===== src/rtl/i2c_tx.sv =====
// I2C master byte transmitter: START, 8 data bits MSB-first, ACK slot, STOP.
// Open-drain enables only; pads and tri-states live at the top level.
module i2c_tx #(
  parameter int CLK_DIV = 4
) (
  input  logic       clk,
  input  logic       rstn,
  input  logic       tx_valid,
  input  logic [7:0] tx_data,
  input  logic       tx_last,
  output logic       tx_ready,
  output logic       ack_ok,
  output logic       nack,
  output logic       busy,
  output logic       scl_oe,
  output logic       sda_oe,
  input  logic       sda_in
);

  localparam int CW = (CLK_DIV > 1) ? $clog2(CLK_DIV) : 1;
  localparam logic [CW-1:0] CMAX = CW'(CLK_DIV - 1);

  typedef enum logic [2:0] {
    IDLE,
    START,
    BIT,
    ACK,
    HOLD,
    STOP
  } state_t;

  state_t      state;
  state_t      n_state;
  logic [CW-1:0] cnt;
  logic [CW-1:0] n_cnt;
  logic [1:0]  qtr;
  logic [1:0]  n_qtr;
  logic [2:0]  idx;
  logic [2:0]  n_idx;
  logic [7:0]  shreg;
  logic [7:0]  n_shreg;
  logic        last_r;
  logic        n_last;
  logic        samp;
  logic        n_samp;
  logic        n_ack;
  logic        n_nack;
  logic        n_scl;
  logic        n_sda;
  logic        qend;
  logic        hs;

  assign qend = (cnt == CMAX);
  assign hs   = tx_valid && tx_ready;

  // Next-state, quarter timer, bit index and capture registers
  always_comb begin
    n_state = state;
    n_cnt   = qend ? '0 : cnt + CW'(1);
    n_qtr   = qend ? qtr + 2'd1 : qtr;
    n_idx   = idx;
    n_shreg = shreg;
    n_last  = last_r;
    n_samp  = samp;
    n_ack   = 1'b0;
    n_nack  = 1'b0;
    case (state)
      IDLE: begin
        n_cnt = '0;
        n_qtr = 2'd0;
        if (hs) begin
          n_state = START;
          n_shreg = tx_data;
          n_last  = tx_last;
        end
      end
      START: begin
        if (qend && qtr == 2'd1) begin
          n_state = BIT;
          n_qtr   = 2'd0;
          n_idx   = 3'd7;
        end
      end
      BIT: begin
        if (qend && qtr == 2'd3) begin
          if (idx == 3'd0) n_state = ACK;
          else n_idx = idx - 3'd1;
        end
      end
      ACK: begin
        if (qend && qtr == 2'd2) n_samp = sda_in;
        if (qend && qtr == 2'd3) begin
          if (!samp) begin
            n_ack   = 1'b1;
            n_state = last_r ? STOP : HOLD;
          end else begin
            n_nack  = 1'b1;
            n_state = STOP;
          end
        end
      end
      HOLD: begin
        n_cnt = '0;
        n_qtr = 2'd0;
        if (hs) begin
          n_state = BIT;
          n_idx   = 3'd7;
          n_shreg = tx_data;
          n_last  = tx_last;
        end
      end
      STOP: begin
        if (qend && qtr == 2'd3) n_state = IDLE;
      end
      default: n_state = IDLE;
    endcase
  end

  // Line enables decoded from the upcoming state so they can be registered
  always_comb begin
    n_scl = 1'b0;
    n_sda = 1'b0;
    case (n_state)
      START: n_sda = (n_qtr == 2'd1);
      BIT: begin
        n_scl = ~n_qtr[1];
        n_sda = ~n_shreg[n_idx];
      end
      ACK:  n_scl = ~n_qtr[1];
      HOLD: n_scl = 1'b1;
      STOP: begin
        n_scl = ~n_qtr[1];
        n_sda = (n_qtr != 2'd3);
      end
      default: begin
        n_scl = 1'b0;
        n_sda = 1'b0;
      end
    endcase
  end

  // State and registered outputs; reset releases the bus without a STOP
  always_ff @(posedge clk) begin
    if (!rstn) begin
      state    <= IDLE;
      cnt      <= '0;
      qtr      <= 2'd0;
      idx      <= 3'd0;
      shreg    <= 8'd0;
      last_r   <= 1'b0;
      samp     <= 1'b0;
      ack_ok   <= 1'b0;
      nack     <= 1'b0;
      busy     <= 1'b0;
      tx_ready <= 1'b1;
      scl_oe   <= 1'b0;
      sda_oe   <= 1'b0;
    end else begin
      state    <= n_state;
      cnt      <= n_cnt;
      qtr      <= n_qtr;
      idx      <= n_idx;
      shreg    <= n_shreg;
      last_r   <= n_last;
      samp     <= n_samp;
      ack_ok   <= n_ack;
      nack     <= n_nack;
      busy     <= (n_state != IDLE);
      tx_ready <= (n_state == IDLE) || (n_state == HOLD);
      scl_oe   <= n_scl;
      sda_oe   <= n_sda;
    end
  end

endmodule


===== config.mk =====
export PLATFORM = sky130hd
export DESIGN_NAME = i2c_tx
export DESIGN_NICKNAME = d
export VERILOG_FILES = /design/src/rtl/i2c_tx.sv
export SDC_FILE = /design/constraint.sdc
export NUM_CORES = 1
export LEC_CHECK = 0
export BUFFER_PORTS_ARGS = -buffer_cell sky130_fd_sc_hd__buf_2
export CORE_ASPECT_RATIO = 0.75
export CORE_UTILIZATION = 56
export CTS_CLUSTER_DIAMETER = 200
export CTS_CLUSTER_SIZE = 28
export DETAILED_ROUTE_END_ITERATION = 16
export GPL_ROUTABILITY_DRIVEN = 0
export PLACE_DENSITY_LB_ADDON = 0.25
export SLEW_MARGIN = 10
export SYNTH_ARGS = -nofsm -noshare
export SYNTH_HDL_FRONTEND = slang
export SYNTH_SLANG_ARGS = --single-unit
export TNS_END_PERCENT = 1

===== constraint.sdc =====
create_clock -name clk -period 3.35 [get_ports clk]
set_input_delay 0.335 -clock clk [delete_from_list [all_inputs] [get_ports clk]]
set_output_delay 0.335 -clock clk [all_outputs]
set_load 0.01 [all_outputs]

==> flow_summary.ini <==
[sta]
fin_crit_ps = 2230
timing.clock.skew_ps = 8.68
fin_worst_hold_slack_ps = 270
setup_violations = 0
timing.slew.headroom_pct = 63.2
timing.final.hold_violations = 0
setup_tns_ps = 0
tightestPinTransition_ps = 552
fmaxAchievable_mhz = 448
layout_worst_path_cycle_share_pct = 66.7
final_slew_violations = 0
rsz_0062_raised_after_global_routing = no

[grt]
grt_first_pass_wirelength_um = 3950
grt_max_degree = 27
grt_pass1_vias = 883
antenna_found_initial = 0
overflow = 0
groute.usage.overall_pct = 20.3

[die]
fp-row-count = 15
starting_density_pct = 59.8
placeableCoreArea_sq_mm = 0.00231
die_h_um = 45.0
io-pin-count = 19
fp.dieArea_sq_mm = 0.00267
die_x_um = 59.4

[synthesis]
post-synth-top-count-cell = sky130_fd_sc_hd__dfxtp_1
netlist_area_sq_mm = 0.00138
synth-warning-count = 0
synth_flop_cell = sky130_fd_sc_hd__dfxtp_1
postSynthAreaPerCell_sq_um = 9.46
synthesis.nets = 165
synth.ff_latch_count = 26
synth_seq_area_share_pct = 37.7
yosys-top-cells-count = 26 x sky130_fd_sc_hd__dfxtp_1, 11 x sky130_fd_sc_hd__and2_1, 10 x sky130_fd_sc_hd__nor2b_1
synthTopCellsByArea = sky130_fd_sc_hd__dfxtp_1 38%, sky130_fd_sc_hd__ha_1 5.4%, sky130_fd_sc_hd__mux2i_1 5.1%, sky130_fd_sc_hd__and2_1 5.0%, sky130_fd_sc_hd__nor2b_1 4.5%
synth_async_sr_flop_share_pct = 0
post_synth_num_cell_types = 47
synth_edf_count = 0
biggest_area_consumer_among_synthesized_cells = sky130_fd_sc_hd__dfxtp_1
synth_top_area_share_pct = 37.7
postSynthCellCount = 146

[pwr]
leakagePower_uw = 0.000652
ir_drop_mv = 0.265
power_density_mw_per_mm2 = 339

[job]
drv_cap = 0

[worst_setup_path]
timing.critical_path.required_ps = 3550
endpoint_kind = flip-flop
crit_path_max_fanout = 11
criticalPathCategory = reg2reg
cp_data_arrival_time_ps = 2440
critical_path.startpoint_type = flip-flop

[cells_and_area]
area_growth_syn_to_fin_pct = 9.24
post_layout_nonfiller_instances = 195
antenna-diode-count = 0
layout-drive-gt1-share_pct = 21.7
nNetsFinal = 182
post-route-cell-area_sq_mm = 0.00151
multi_input_comb_area_sq_um = 792
fillCellCount = 206
reg_area_sq_um = 520

[clock_tree]
post_cts_resized = 0
clk_path_buf_depth = 2
tritoncts = done
ctsRootBufferMaster = sky130_fd_sc_hd__clkbuf_4
cts_post_setup_buffers_inserted = 0
total_clock_sinks = 26
cts_htree_levels = 1
cts_buffer_count = 3
clk_latency_ps = 320
post_cts_hold_buffer_count = 0
path_clk_slew_ps = 130

[status]
status = completed

[drt]
drt_pre_antenna_iters = 4
avgRoutedWirePerCell_um = 13.1
total_via_count_after_detailed_routing = 1065
post-route-drc-count = 0
post_drt_via_cell_ratio = 5.46
postRouteAntennaNets = 0
routed_wirelength_um = 2560
dr.first_iter.drc_count = 27

[place]
placement.cell_area_sq_mm = 0.00149
portBuffers = 18
dp.cells = 192
detailed_place_hpwl_um = 1940

[worst_hold_path]
min_path_type = in2reg
## metal layers
| metal | global-route usage (%) | wire length [um] | vias up | share of wire (%) |
|---|---|---|---|---|
| met5 | 0 | 0 | - | 0 |
| met4 | 4.76 | 20 | 0 | 0.78 |
| met3 | 6.88 | 146 | 4 | 5.7 |
| met2 | 29.2 | 1060 | 26 | 41 |
| met1 | 29.2 | 1340 | 488 | 52 |
| li1 | - | - | 547 | - |
## cell type report
| type | count | area share [%] |
|---|---|---|
| clock buffer | 3 | 1.49 |
| timing repair buffer | 19 | 6.47 |
| inverter | 9 | 2.24 |
| tap | 34 | 2.82 |
| multi-input combinational | 104 | 52.5 |
| sequential | 26 | 34.5 |
## where the power goes
part / leakage, uW / internal [uW] / switching (uW)
Clock: 0.0000138 / 42.1 / 84.6
Sequential: 0.000212 / 321 / 7.67
Combinational: 0.000427 / 29.6 / 27.1
## metrics by stage
| stage | utilization [%] | total power [uW] | worst slack, ps |
|---|---|---|---|
| after floorplan | - | 372 | 1460 |
| after global placement | 64.4 | 390 | 1250 |
| after detailed placement | 64.4 | 392 | 1180 |
| after CTS | 65.4 | 517 | 1150 |
| after global routing | 65.4 | 536 | 967 |
| final | 65.4 | 512 | 1120 |
## worst paths after layout
kind	startpoint	end	slack, ps	cells after the start
min reg2reg	cnt[0]	cnt[0]	450	1
min	tx_last	last_r	270	3
max reg2reg	cnt[0]	sda_oe	1120	7
max	cnt[0]	sda_oe	1120	7
## cell usage in the layout, fill, tap and decap left out, types with 3 or more instances in the layout
| cell type | Yosys | routed |
|---|---|---|
| sky130_fd_sc_hd__mux2i_1 | 7 | 7 |
| sky130_fd_sc_hd__a21oi_1 | 6 | 6 |
| sky130_fd_sc_hd__nor2_1 | 8 | 8 |
| sky130_fd_sc_hd__mux2_2 | 5 | 5 |
| sky130_fd_sc_hd__inv_1 | 9 | 9 |
| sky130_fd_sc_hd__dfxtp_1 | 26 | 26 |
| sky130_fd_sc_hd__nor2b_1 | 10 | 10 |
| sky130_fd_sc_hd__nand4b_1 | 3 | 3 |
| sky130_fd_sc_hd__o21ai_0 | 3 | 3 |
| sky130_fd_sc_hd__buf_2 | 3 | 18 |
| sky130_fd_sc_hd__nand2_1 | 4 | 4 |
| sky130_fd_sc_hd__clkbuf_4 | 0 | 3 |
| sky130_fd_sc_hd__o31ai_1 | 3 | 3 |
| sky130_fd_sc_hd__ha_1 | 6 | 6 |
| sky130_fd_sc_hd__and2_1 | 11 | 11 |
## worst max-delay path: stages, from the launching register on
cell	delay [ps]
sky130_fd_sc_hd__dfxtp_1	360
sky130_fd_sc_hd__ha_1	410
sky130_fd_sc_hd__nand4b_4	190
sky130_fd_sc_hd__or3_1	420
sky130_fd_sc_hd__a211oi_2	300
sky130_fd_sc_hd__o311ai_0	180
sky130_fd_sc_hd__nand4b_1	160
sky130_fd_sc_hd__o311ai_2	100
## logic make-up after synthesis
kind of cell | after synthesis | synth area share, %
and+or+nand+nor | 60 | 28.7
DFF | 26 | 37.7
adders and majority gates | 6 | 5.43
buffers and inverters | 16 | 5.43
muxes | 12 | 9.15
AOI/OAI and AO/OA | 26 | 13.6
## state kept, by name, indices dropped and copies added, names as in the netlist
name      flops
shreg         8
busy          1
state         3
samp          1
idx           3
qtr           2
cnt           2
tx_ready      1
last_r        1
scl_oe        1
ack_ok        1
nack          1
sda_oe        1
(Power assumes the default switching activity.)
